===== src/rtl/seg7_pkg.sv =====
// Shared constants for the seven-segment scan display: active-low segment
// patterns, the blank pattern and the hex-to-segment decode function.
package seg7_pkg;

  localparam int unsigned DIGITS = 8;
  localparam int unsigned SEG_W  = 8;

  localparam logic [SEG_W-1:0] SEG_0     = 8'hC0;
  localparam logic [SEG_W-1:0] SEG_1     = 8'hF9;
  localparam logic [SEG_W-1:0] SEG_2     = 8'hA4;
  localparam logic [SEG_W-1:0] SEG_3     = 8'hB0;
  localparam logic [SEG_W-1:0] SEG_4     = 8'h99;
  localparam logic [SEG_W-1:0] SEG_5     = 8'h92;
  localparam logic [SEG_W-1:0] SEG_6     = 8'h82;
  localparam logic [SEG_W-1:0] SEG_7     = 8'hF8;
  localparam logic [SEG_W-1:0] SEG_8     = 8'h80;
  localparam logic [SEG_W-1:0] SEG_9     = 8'h90;
  localparam logic [SEG_W-1:0] SEG_A     = 8'h88;
  localparam logic [SEG_W-1:0] SEG_B     = 8'h83;
  localparam logic [SEG_W-1:0] SEG_C     = 8'hC6;
  localparam logic [SEG_W-1:0] SEG_D     = 8'hA1;
  localparam logic [SEG_W-1:0] SEG_E     = 8'h86;
  localparam logic [SEG_W-1:0] SEG_F     = 8'h8E;
  localparam logic [SEG_W-1:0] SEG_BLANK = 8'hFF;

  // Active-low segments, bit0=a .. bit6=g, bit7=dp held off.
  function automatic logic [SEG_W-1:0] hex_decode(input logic [3:0] nib);
    logic [SEG_W-1:0] seg;
    case (nib)
      4'h0:    seg = SEG_0;
      4'h1:    seg = SEG_1;
      4'h2:    seg = SEG_2;
      4'h3:    seg = SEG_3;
      4'h4:    seg = SEG_4;
      4'h5:    seg = SEG_5;
      4'h6:    seg = SEG_6;
      4'h7:    seg = SEG_7;
      4'h8:    seg = SEG_8;
      4'h9:    seg = SEG_9;
      4'hA:    seg = SEG_A;
      4'hB:    seg = SEG_B;
      4'hC:    seg = SEG_C;
      4'hD:    seg = SEG_D;
      4'hE:    seg = SEG_E;
      default: seg = SEG_F;
    endcase
    return seg;
  endfunction

endpackage


===== src/rtl/seg7_hex_decode.sv =====
// Combinational hex nibble to active-low seven-segment pattern.
module seg7_hex_decode
  import seg7_pkg::*;
(
  input  logic [3:0]       nib,
  output logic [SEG_W-1:0] seg_c
);

  assign seg_c = hex_decode(nib);

endmodule


===== src/rtl/seg7_scan_display.sv =====
// Multiplexed 8-digit seven-segment controller with frame-boundary commit
// of CPU writes and optional leading-zero blanking.
module seg7_scan_display
  import seg7_pkg::*;
#(
  parameter int unsigned CLK_DIV    = 50000,
  parameter int unsigned NUM_DIGITS = 8
) (
  input  logic              clk,
  input  logic              reset,
  input  logic              wr_en,
  input  logic [31:0]       wr_data,
  input  logic              blank_lz,
  output logic [SEG_W-1:0]  atog,
  output logic [DIGITS-1:0] seg_cs,
  output logic              frame_sync
);

  localparam int unsigned DATA_W = 32;
  localparam int unsigned DIV_W  = (CLK_DIV > 1) ? $clog2(CLK_DIV) : 1;
  localparam int unsigned IDX_W  = $clog2(NUM_DIGITS);

  logic [DIV_W-1:0]  div,     div_nxt;
  logic [IDX_W-1:0]  idx,     idx_nxt;
  logic [DATA_W-1:0] shadow,  shadow_nxt;
  logic [DATA_W-1:0] disp,    disp_nxt;
  logic              pending, pending_nxt;

  logic              tick;
  logic              boundary;
  logic              commit;
  logic              blank;
  logic [3:0]        nib_nxt;
  logic [SEG_W-1:0]  seg_nxt_c;
  logic [SEG_W-1:0]  atog_nxt;
  logic [DIGITS-1:0] seg_cs_nxt;

  // Next-state: divider, scan index, write buffer and frame commit.
  always_comb begin
    tick        = (div == DIV_W'(CLK_DIV - 1));
    div_nxt     = tick ? '0 : div + DIV_W'(1);
    idx_nxt     = tick ? idx + IDX_W'(1) : idx;
    boundary    = tick && (idx == IDX_W'(NUM_DIGITS - 1));
    commit      = boundary && pending;
    disp_nxt    = commit ? shadow : disp;
    shadow_nxt  = wr_en ? wr_data : shadow;
    pending_nxt = pending;
    if (commit) pending_nxt = 1'b0;
    if (wr_en)  pending_nxt = 1'b1;
  end

  // Outputs are derived from next-state so they move on the same edge as idx.
  always_comb begin
    nib_nxt    = disp_nxt[{idx_nxt, 2'b00} +: 4];
    blank      = blank_lz && (idx_nxt != '0) &&
                 ((disp_nxt >> {idx_nxt, 2'b00}) == '0);
    atog_nxt   = blank ? SEG_BLANK : seg_nxt_c;
    seg_cs_nxt = ~(DIGITS'(1) << idx_nxt);
  end

  seg7_hex_decode u_hex_decode (
    .nib   (nib_nxt),
    .seg_c (seg_nxt_c)
  );

  always_ff @(posedge clk or negedge reset) begin
    if (!reset) begin
      div        <= '0;
      idx        <= '0;
      shadow     <= '0;
      disp       <= '0;
      pending    <= 1'b0;
      seg_cs     <= ~DIGITS'(1);
      atog       <= SEG_0;
      frame_sync <= 1'b0;
    end else begin
      div        <= div_nxt;
      idx        <= idx_nxt;
      shadow     <= shadow_nxt;
      disp       <= disp_nxt;
      pending    <= pending_nxt;
      seg_cs     <= seg_cs_nxt;
      atog       <= atog_nxt;
      frame_sync <= boundary;
    end
  end

endmodule


===== config.mk =====
export PLATFORM = sky130hd
export DESIGN_NAME = seg7_scan_display
export DESIGN_NICKNAME = d
export VERILOG_FILES = /design/src/rtl/seg7_pkg.sv /design/src/rtl/seg7_hex_decode.sv /design/src/rtl/seg7_scan_display.sv
export SDC_FILE = /design/constraint.sdc
export NUM_CORES = 1
export LEC_CHECK = 0
export CORE_ASPECT_RATIO = 1.1
export CORE_UTILIZATION = 54
export DETAILED_ROUTE_END_ITERATION = 12
export PLACE_DENSITY = 0.83
export SLEW_MARGIN = 20
export SYNTH_ARGS = -nofsm -noshare
export SYNTH_HDL_FRONTEND = slang
export SYNTH_SLANG_ARGS = --single-unit

===== constraint.sdc =====
create_clock -name clk -period 5.26 [get_ports clk]
set_input_delay 1.052 -clock clk [delete_from_list [all_inputs] [get_ports clk]]
set_output_delay 1.052 -clock clk [all_outputs]
set_load 0.02 [all_outputs]

==> results of run 1 <==
cells in the final DEF, fill, tap and decap left out, drive strengths merged, types with 3 or more instances in the layout:
cell / synthesis / layout
nand2: 127 / 127
dfrtp: 92 / 92
nor2: 55 / 55
clkdlybuf4s50: 0 / 50
mux2: 37 / 37
mux2i: 33 / 33
nand3: 21 / 21
a21oi: 21 / 21
nor3: 16 / 16
buf: 9 / 13
clkbuf: 24 / 13
o211ai: 12 / 12
o21ai: 12 / 12
nor2b: 9 / 9
xor2: 9 / 9
ha: 9 / 9
inv: 9 / 9
dfstp: 8 / 8
nand4: 6 / 6
and3: 6 / 6
xnor2: 5 / 5
nand2b: 5 / 5
a211oi: 5 / 5
a2111oi: 5 / 5
mux4: 4 / 4
or3: 4 / 4
nor4: 4 / 4
nand3b: 3 / 3
o22ai: 3 / 3
a2bb2oi: 3 / 3
a211o: 3 / 3
o31ai: 3 / 3
power groups by stage:
stage	Sequential (mW)	Clock (mW)	Combinational [mW]
final	0.823	0.465	0.0920
after detailed placement	0.837	0	0.0933
after floorplan	0.825	0	0.0450
after global routing	0.826	0.496	0.101
after global placement	0.835	0	0.0898
after CTS	0.822	0.468	0.0936
cell type report:
cell class                 count  share of cell area [%]
clock buffer                  13                   2.669
clock inverter                 1                  0.1186
inverter                      10                  0.6128
multi-input combinational    446                   45.07
sequential                   100                   39.71
tap                          120                   2.372
timing repair buffer          63                   9.449
kinds of logic (layout without fill, tap and decap cells):
family	Yosys count	after routing	share of synthesized area [%]
xor gates and xnor gates	14	14	2.218
adders and majority gates	9	9	2.037
and+or+nand+nor	266	266	21.86
buffers and inverters	43	87	3.078
AOI/OAI and AO/OA	82	82	10.16
DFF	100	100	45.44
muxes	74	74	15.14
other	1	1	0.06782
registers in the layout (all words and copies together), names as in the netlist:
signal      count
pending         1
shadow         32
atog            7
idx             3
frame_sync      1
disp           32
seg_cs          8
div            16
worst register-to-register path: stages, from the launching register on:
cell,delay [ns]
dfrtp_1,0.45
or4b_4,0.60
or4_1,0.70
mux2i_2,0.67
inv_2,0.20
a21oi_1,0.18
o21a_1,0.14
a21oi_1,0.10
inv_1,0.14
ha_1,0.20
nand2_1,0.07
nor3_1,0.18
o2111ai_1,0.12
a2111o_1,0.51
o2111ai_1,0.17
routing by layer:
layer / global-route usage, % / part of all wire, % / vias up
li1: - / - / 2145
met1: 35.36 / 42 / 2286
met2: 46.33 / 50 / 170
met3: 3.749 / 5.5 / 25
met4: 11.62 / 2.1 / 0
met5: 0 / 0 / -
per-stage QoR:
stage                     instance area (sq um)  hold WS [ns]  setup WS, ns  std cells
after floorplan                            5529        0.4251         1.284        589
after global placement                     6150        0.4361        0.7775        739
after detailed placement                   6150        0.4783        0.6162        739
after CTS                                  6326        0.4917        0.5547        753
after global routing                       6330        0.5168        0.4927        753
final                                      6330        0.4825        0.7465        753
how the worst min path moves through the flow:
stage	start	to	slack, ns	cells after the start
floorplan	div[0]	div[0]	0.43	1
global placement	div[0]	div[0]	0.44	1
detailed placement	disp[1]	disp[1]	0.48	2
CTS	div[0]	div[0]	0.49	1
global route	div[0]	div[0]	0.52	1
finish	div[0]	div[0]	0.48	1
==> results_dict.tcl, run 1 <==
set metrics [dict create \
    status "finished with violations" \
    violated_checks "design-rule violations" \
    worst_slew_pin_slew_ns 0.8650 \
    synthCells 589 \
    synth_top_cell_area_share_pct 41.64 \
    sw_frac_of_total_pct 23.66 \
    ys.flop_type "dfrtp_1" \
    critical_path_launch_point_type "flop" \
    cap_viol_max_count 0 \
    drcViolationCount 5 \
    finalWorstPathRequiredPeriod_ns 4.513 \
    first_iter_violations 413 \
    critical_path_depth 14 \
    syn_nets 634 \
    crit_family "simple AND/OR/NAND/NOR gates" \
    worst-path-buf-inv 2 \
    cts.hold.buffers_added 0 \
    regToRegEndpoint "atog[6]" \
    path_max_fanout 14 \
    crit_chain "or4b_4 -> or4_1 -> mux2i_2 -> inv_2 -> a21oi_1 -> o21a_1 -> a21oi_1 -> inv_1 -> ha_1 -> nand2_1 -> nor3_1 -> o2111ai_1 -> a2111o_1 -> o2111ai_1" \
    register_cell_area_after_layout_sq_mm 0.002514 \
    cts_resized 0 \
    setup_viol 0 \
    diodes 0 \
    element_type_at_the_critical_path_end "flop" \
    worstPathArrival_ns 4.80 \
    rsz_0062_raised_after_global_routing "false" \
    htree_levels 3 \
    worst_setup_hold_path_clk_slew_ns 0.09 \
    worst_skew_pair_latency_ns 0.38 \
    synthTopCellsByCount "nand2_1 (127), dfrtp_1 (92), nor2_1 (55), mux2_2 (37), mux2i_1 (33)" \
    placement_rows 38 \
    worst_setup_path_startpoint "div[7]" \
    share_seq_of_total_power_pct 59.6 \
    worstHoldPathType "flop to flop" \
    multiInputGateArea_sq_mm 0.002853 \
    finalPower_mw 1.380 \
    tritoncts "built" \
    boundaryPins 53 \
    port-buffer-count 51 \
    buffers_inserted_by_post_cts_timing_repair 0 \
    post-synth-top-count-cell "nand2_1" \
    first_pass_grt_wire_length_mm 22.47 \
    timing.max_slew.rel_slack_pct 42.33 \
    power_switching_mw 0.3264 \
    netlist_area_sq_mm 0.005529 \
    final.period_utilization_pct 85.81 \
    p_leak_nw 2.802 \
    reg2reg_depth 14 \
    reg2reg_setup_slack_ns 0.75 \
    drtPass1Iterations 9 \
    max_clock_freq_mhz 221.6 \
    synth_area_per_cell_sq_um 9.387 \
    route.vias.total 4626 \
    wl_mm 13.60 \
    floorplan.core_area_sq_mm 0.009889 \
    finalHoldViolations 0 \
    finalClockSkew_ns 0.009752 \
    fin_nets 675 \
    critical-path-max-stage-delay_ns 0.70 \
    antenna_found_initial 0 \
    post_drt_wl_per_cell_microns 18.06 \
    area_delta_synth_final_pct 14.48 \
    post-route-util_pct 64.01 \
    global_route.overflow_total 0 \
    maximum_number_of_pins_on_one_net_before_global_route_repair 69 \
    synth_area_leaders "dfrtp_1 (42%), nand2_1 (8.6%), mux2_2 (7.5%)" \
    r2r-start "div[7]" \
    drt.antenna.violating_nets 0 \
    crit_path_end "atog[6]" \
    powerDensity_mw_per_mm2 218.0 \
    layout-drive-gt1-share_pct 13.43 \
    grt_usage_pct 27.29 \
    yosys_warnings 0 \
    die_width_microns 98.48 \
    cts_buffer_depth 2 \
    floorplan.die_area_sq_mm 0.01065 \
    place.gp.congestion 0.8891 \
    share_comb_of_total_power_pct 6.7 \
    timing_worst_setup_path_type "flop to flop" \
    number_of_enable_flip_flop_cells_after_synthesis 0 \
    final.setup.tns_ns 0 \
    worst_ir_drop_vdd_v 0.0002100 \
    slew_violations 0 \
    start_util_pct 55.91 \
    worst_path_slowest_cell "or4_1" \
    worst-endpoint-required_ns 5.55 \
    cts_buffers 9 \
    fp.dieH_microns 108.1 \
    internal_power_mw 1.053 \
    vias_in_the_first_global_route 4481 \
    asyncSetResetFlopFracSynth_pct 100.0 \
    clock_share_of_power_pct 33.7 \
    dp.final_hpwl_mm 9.647 \
    layout.filler_cells 809 \
    synth.ff_latch_count 100 \
    cts_num_sinks 100 \
    synth_area_leader "dfrtp_1" \
    synth_seq_area_share_pct 45.44 \
    ctsRootBufferMaster "clkbuf_8" \
    yosysUniqueCellTypes 59 \
    via_per_inst 6.143 \
]
Note: power is estimated with default switching activity, not from simulation.
==> run 2, diff against run 1 <==
--- a/config.mk
+++ b/config.mk
@@ -6,6 +6,7 @@
 export NUM_CORES = 1
 export LEC_CHECK = 0
 export CORE_ASPECT_RATIO = 1.1
+export CORE_MARGIN = 2
 export CORE_UTILIZATION = 54
 export DETAILED_ROUTE_END_ITERATION = 12
 export PLACE_DENSITY = 0.83
==> run 2 against run 1 <==
Net effect: the flow now finishes without violations; worst setup slack improved by 0.10 ns; via count shrank 1.4%; non-clock buffer count up 1; first-iteration DRC count down 16%; global-route usage down 1.9 points; core utilization decreased by 0.21 points; flip-flop and latch count unchanged; final area is 0.16% higher; critical path depth fell by 1; combinational power rose by 1%; critical path type unchanged; largest cell class unchanged; highest routed layer unchanged.
==> results_dict.tcl, run 2 (synthesized netlist as in run 1, its figures left out) <==
set metrics [dict create \
    hold_end "div[0]" \
    cts_num_sinks 100 \
    cts_buffer_depth 2 \
    status "finished, final reports clean" \
    ctsRootBufferMaster "clkbuf_8" \
    maximum_number_of_pins_on_one_net_before_global_route_repair 72 \
    regToRegEndpoint "atog[5]" \
    start_util_pct 55.64 \
    worst_setup_hold_path_clk_slew_ns 0.09 \
    global_route.overflow_total 0 \
    reg2reg_depth 13 \
    buffers_inserted_by_post_cts_timing_repair 0 \
    worst_skew_pair_latency_ns 0.37 \
    fin_nets 676 \
    layout-drive-gt1-share_pct 13.39 \
    route.vias.total 4559 \
    layout.filler_cells 815 \
    p_leak_nw 2.815 \
    finalHoldViolations 0 \
    cap_viol_max_count 0 \
    powerDensity_mw_per_mm2 220.3 \
    vias_in_the_first_global_route 4467 \
    first_pass_grt_wire_length_mm 21.82 \
    setup_viol 0 \
    place.gp.congestion 0.9559 \
    placement_rows 38 \
    floorplan.core_area_sq_mm 0.009937 \
    path_max_fanout 10 \
    via_per_inst 6.038 \
    worst-endpoint-required_ns 5.55 \
    worst_ir_drop_vdd_v 0.0002106 \
    final.setup.tns_ns 0 \
    worstPathArrival_ns 4.70 \
    rsz_0062_raised_after_global_routing "false" \
    tritoncts "built" \
    htree_levels 3 \
    holdPathStages 1 \
    multiInputGateArea_sq_mm 0.002849 \
    fp.dieH_microns 110.1 \
    hold_slack_ns 0.4678 \
    diodes 0 \
    cts_resized 0 \
    timing.max_slew.rel_slack_pct 38.63 \
    element_type_at_the_critical_path_end "flop" \
    antenna_found_initial 0 \
    worst_path_slowest_cell "mux2i_1" \
    largestRegisters "disp (32), shadow (32), div (16)" \
    register_cell_area_after_layout_sq_mm 0.002514 \
    timing_worst_setup_path_type "flop to flop" \
    port-buffer-count 51 \
    die_width_microns 100.5 \
    drtPass1Iterations 5 \
    dp.final_hpwl_mm 9.403 \
    r2r-start "div[7]" \
    wl_mm 13.06 \
    final.period_utilization_pct 83.83 \
    floorplan.die_area_sq_mm 0.01107 \
    cts_buffers 9 \
    worst_setup_path_startpoint "div[7]" \
    drt.antenna.violating_nets 0 \
    worstHoldPathType "flop to flop" \
    critical_path_launch_point_type "flop" \
    cts.hold.buffers_added 0 \
    reg2reg_setup_slack_ns 0.85 \
    hp-start "div[0]" \
    most_common_cell_after_layout_fill_and_taps_aside "nand2_1" \
    worst_slew_pin_slew_ns 0.9177 \
    post_drt_wl_per_cell_microns 17.30 \
    boundaryPins 53 \
    area_delta_synth_final_pct 14.66 \
    max_clock_freq_mhz 226.8 \
    first_iter_violations 346 \
    crit_chain "or4b_4 -> nor4_4 -> mux2i_1 -> inv_2 -> nor2_1 -> a21oi_1 -> inv_1 -> ha_1 -> nand2_1 -> nor3_1 -> o2111ai_1 -> a2111o_1 -> o211ai_1" \
    finalPower_mw 1.396 \
    drcViolationCount 0 \
    most-common-layout-cells "nand2_1 (127), dfrtp_1 (91), nor2_1 (54)" \
    finalClockSkew_ns 0.009450 \
    finalWorstPathRequiredPeriod_ns 4.410 \
    slew_violations 0 \
    critical-path-max-stage-delay_ns 0.74 \
    grt_usage_pct 25.36 \
]
## run 2: how the worst max path moves through the flow
stage	end	slack, ns	cells past startpoint
global placement	atog[6]	1.10	13
CTS	atog[5]	0.90	13
floorplan	atog[6]	1.28	14
finish	atog[5]	0.85	13
global route	atog[4]	0.47	13
detailed placement	atog[4]	0.90	13
## run 2: critical path: cells and delay by family, from the launching register on
kind                     cells  cell delay [ns]
AO/OA/AOI/OAI                4             0.97
adder cells (fa/ha/maj)      1             0.19
buffers and inverters        2             0.40
flip-flops                   1             0.42
multiplexers                 1             0.74
AND/OR/NAND/NOR              5             1.59
## run 2: area by class of cell
class,count,area share (%)
clock buffers,11,2.072
clock inverters,4,0.8092
multi-input cells,446,44.94
repair buffers,64,9.552
well taps,120,2.368
flip-flops and latches,100,39.65
inverters,10,0.6118
## run 2: power by group
group          total [mW]  leakage [nW]  switching (mW)  internal [mW]
clock network       0.481        0.0894           0.263          0.218
logic              0.0933          1.45          0.0390         0.0543
registers           0.822          1.28          0.0293          0.793
total                1.40          2.81           0.331           1.07
## run 2: per-layer routing
layer  vias up  global-route usage (%)  wire length [microns]
li1       2148                       -                      -
met1      2208                   33.60                   5661
met5         -                       0                      0
met3        25                   4.729                    724
met4         0                   9.491                    286
met2       178                   41.80                   6392
## run 2: stage by stage
step	utilization, %	setup slack, ns	instance area (sq um)	instances
after floorplan	-	1.284	5529	589
after global placement	61.96	1.095	6157	740
after detailed placement	61.96	0.9035	6157	740
after CTS	63.80	0.9000	6340	755
after global routing	63.80	0.4694	6340	755
final	63.80	0.8503	6340	755
==> run 3, diff against run 2 <==
--- a/config.mk
+++ b/config.mk
@@ -7,7 +7,7 @@
 export LEC_CHECK = 0
 export CORE_ASPECT_RATIO = 1.1
 export CORE_MARGIN = 2
-export CORE_UTILIZATION = 54
+export CORE_UTILIZATION = 52
 export DETAILED_ROUTE_END_ITERATION = 12
 export PLACE_DENSITY = 0.83
 export SLEW_MARGIN = 20
==> constraint.sdc (replaced) <==
create_clock -name clk -period 3.65 [get_ports clk]
set_input_delay 0.73 -clock clk [delete_from_list [all_inputs] [get_ports clk]]
set_output_delay 0.73 -clock clk [all_outputs]
set_load 0.02 [all_outputs]
==> run 3 against run 2 <==
Net effect: worst hold slack got worse by 0.13 ns; flip-flop and latch count did not move; combinational power up 47%; critical path depth grew 2; clock power up 100%; clock-buffer cell count did not move; routed wire length grew 9.2%; critical endpoint is now atog[2].
==> results_dict.tcl, run 3 (synthesized netlist as in run 1, its figures left out) <==
set metrics [dict create \
    status "finished, final reports clean" \
    worst_path_slowest_cell "or4_4" \
    first_iter_violations 335 \
    first_pass_grt_wire_length_mm 23.58 \
    setup_viol 0 \
    antenna_found_initial 0 \
    cts_buffer_depth 2 \
    dp_worst_setup_slack_ns -0.002126 \
    timing_worst_setup_path_type "flop to flop" \
    worstPathArrival_ns 3.82 \
    layout.filler_cells 809 \
    register_cell_area_after_layout_sq_mm 0.002514 \
    timing.max_slew.rel_slack_pct 66.72 \
    rsz_0062_raised_after_global_routing "true" \
    crit_chain "or4_4 -> or4_4 -> buf_8 -> nor3_4 -> nor3_2 -> o22ai_2 -> o21a_1 -> a21oi_2 -> inv_1 -> ha_2 -> nand2_2 -> nor3_2 -> o2111ai_1 -> a2111o_1 -> o211ai_1" \
    place.gp.congestion 0.9343 \
    final.setup.tns_ns 0 \
    route.vias.total 4810 \
    multiInputGateArea_sq_mm 0.002948 \
    worst_slew_pin_slew_ns 0.4947 \
    ctsRootBufferMaster "clkbuf_16" \
    met3_usage_pct 4.047 \
    p_leak_nw 3.110 \
    element_type_at_the_critical_path_end "flop" \
    worstHoldPathType "primary input to asynchronous set/reset pin" \
    tritoncts "built" \
    max_clock_freq_mhz 281.3 \
    globalRouteMet1Util_pct 34.76 \
    dpl_cell_area_sq_mm 0.006535 \
    post-route-cell-area_sq_mm 0.006973 \
    wl_mm 14.26 \
    area_delta_synth_final_pct 26.11 \
    diodes 0 \
    critical_path_launch_point_type "flop" \
    die_width_microns 102.3 \
    drtPass1Iterations 5 \
    floorplan.core_area_sq_mm 0.01039 \
    critical-path-max-stage-delay_ns 0.59 \
    finalWorstPathRequiredPeriod_ns 3.555 \
    final.period_utilization_pct 97.41 \
    boundaryPins 53 \
    placement_rows 39 \
    cts.hold.buffers_added 0 \
    largestRegisters "disp (32), shadow (32), div (16)" \
    worst-path-buf-inv 2 \
    most-common-layout-cells "nand2_1 (125), dfrtp_1 (91), buf_4 (55)" \
    cap_viol_max_count 0 \
    htree_levels 3 \
    crit_family "simple AND/OR/NAND/NOR gates" \
    start_util_pct 53.20 \
    worst_setup_hold_path_clk_slew_ns 0.07 \
    slew_violations 0 \
    finalClockSkew_ns 0.007340 \
    floorplan.die_area_sq_mm 0.01147 \
    timing.final.ws_setup_ns 0.09465 \
    layout-drive-gt1-share_pct 22.17 \
    fin_nets 721 \
    via_per_inst 5.837 \
    path_max_fanout 7 \
    grt_usage_pct 26.21 \
    drcViolationCount 0 \
    use_met2_pct 43.46 \
    grt_most_used_layer "met2" \
    maximum_number_of_pins_on_one_net_before_global_route_repair 72 \
    fp.dieH_microns 112.2 \
    worst-endpoint-required_ns 3.91 \
    post_drt_wl_per_cell_microns 17.31 \
    cts_num_sinks 100 \
    global_route.overflow_total 0 \
    drt.antenna.violating_nets 0 \
    worst_ir_drop_vdd_v 0.0002612 \
    most_common_cell_after_layout_fill_and_taps_aside "nand2_1" \
    cts_buffers 9 \
    worst_skew_pair_latency_ns 0.35 \
    reg2reg_setup_slack_ns 0.09 \
    dp.final_hpwl_mm 10.49 \
    vias_in_the_first_global_route 4749 \
    finalHoldViolations 0 \
    port-buffer-count 51 \
    powerDensity_mw_per_mm2 330.4 \
]
-- run 3: cell count changes in the layout (fill, tap and decap cells not counted), sizes merged --
cell      change
clkinvlp      -1
buf          +45
inv           +2
-- run 3: path summary, 6_finish.rpt --
path                         from  endpoint  cells past startpoint
setup / recovery           div[5]   atog[2]                     15
hold / removal              reset  disp[14]                      1
setup reg to reg           div[5]   atog[2]                     15
hold reg to reg            div[0]    div[0]                      1
max in group asynchronous   reset  disp[25]                      2
min in group clk           div[0]    div[0]                      1
-- run 3: power breakdown --
part           switching [mW]  internal (mW)
Clock                   0.411          0.571
Combinational          0.0572         0.0798
Sequential             0.0410           1.14
Total                   0.509           1.80
-- run 3: cell type report --
cell class | count | share of cell area (%)
timing repair buffer | 109 | 14.10
clock inverter | 5 | 0.8254
inverter | 10 | 0.5563
clock buffer | 11 | 3.625
tap | 143 | 2.566
multi-input combinational | 446 | 42.28
sequential | 100 | 36.05
-- run 3: stage by stage --
| stage | utilization, % | hold WS [ns] | instances | power (mW) |
|---|---|---|---|---|
| after floorplan | - | 0.4251 | 589 | 1.253 |
| final | 67.09 | 0.3367 | 824 | 2.304 |
| after global placement | 62.87 | 0.4370 | 803 | 1.336 |
| after global routing | 67.09 | 0.3695 | 824 | 2.385 |
| after CTS | 65.86 | 0.3475 | 819 | 2.321 |
| after detailed placement | 62.87 | 0.4583 | 803 | 1.344 |
-- run 3: routing by layer --
layer	routed length (microns)	up-vias
met4	441	0
met2	7050	201
met3	703	42
li1	-	2248
met1	6066	2319
met5	0	-
-- run 3: repair_timing --
action	in CTS	in global routing
setup buffers	0	5
pin swaps	1	10
resized for setup	0	22
endpoints found under the setup margin	3	7
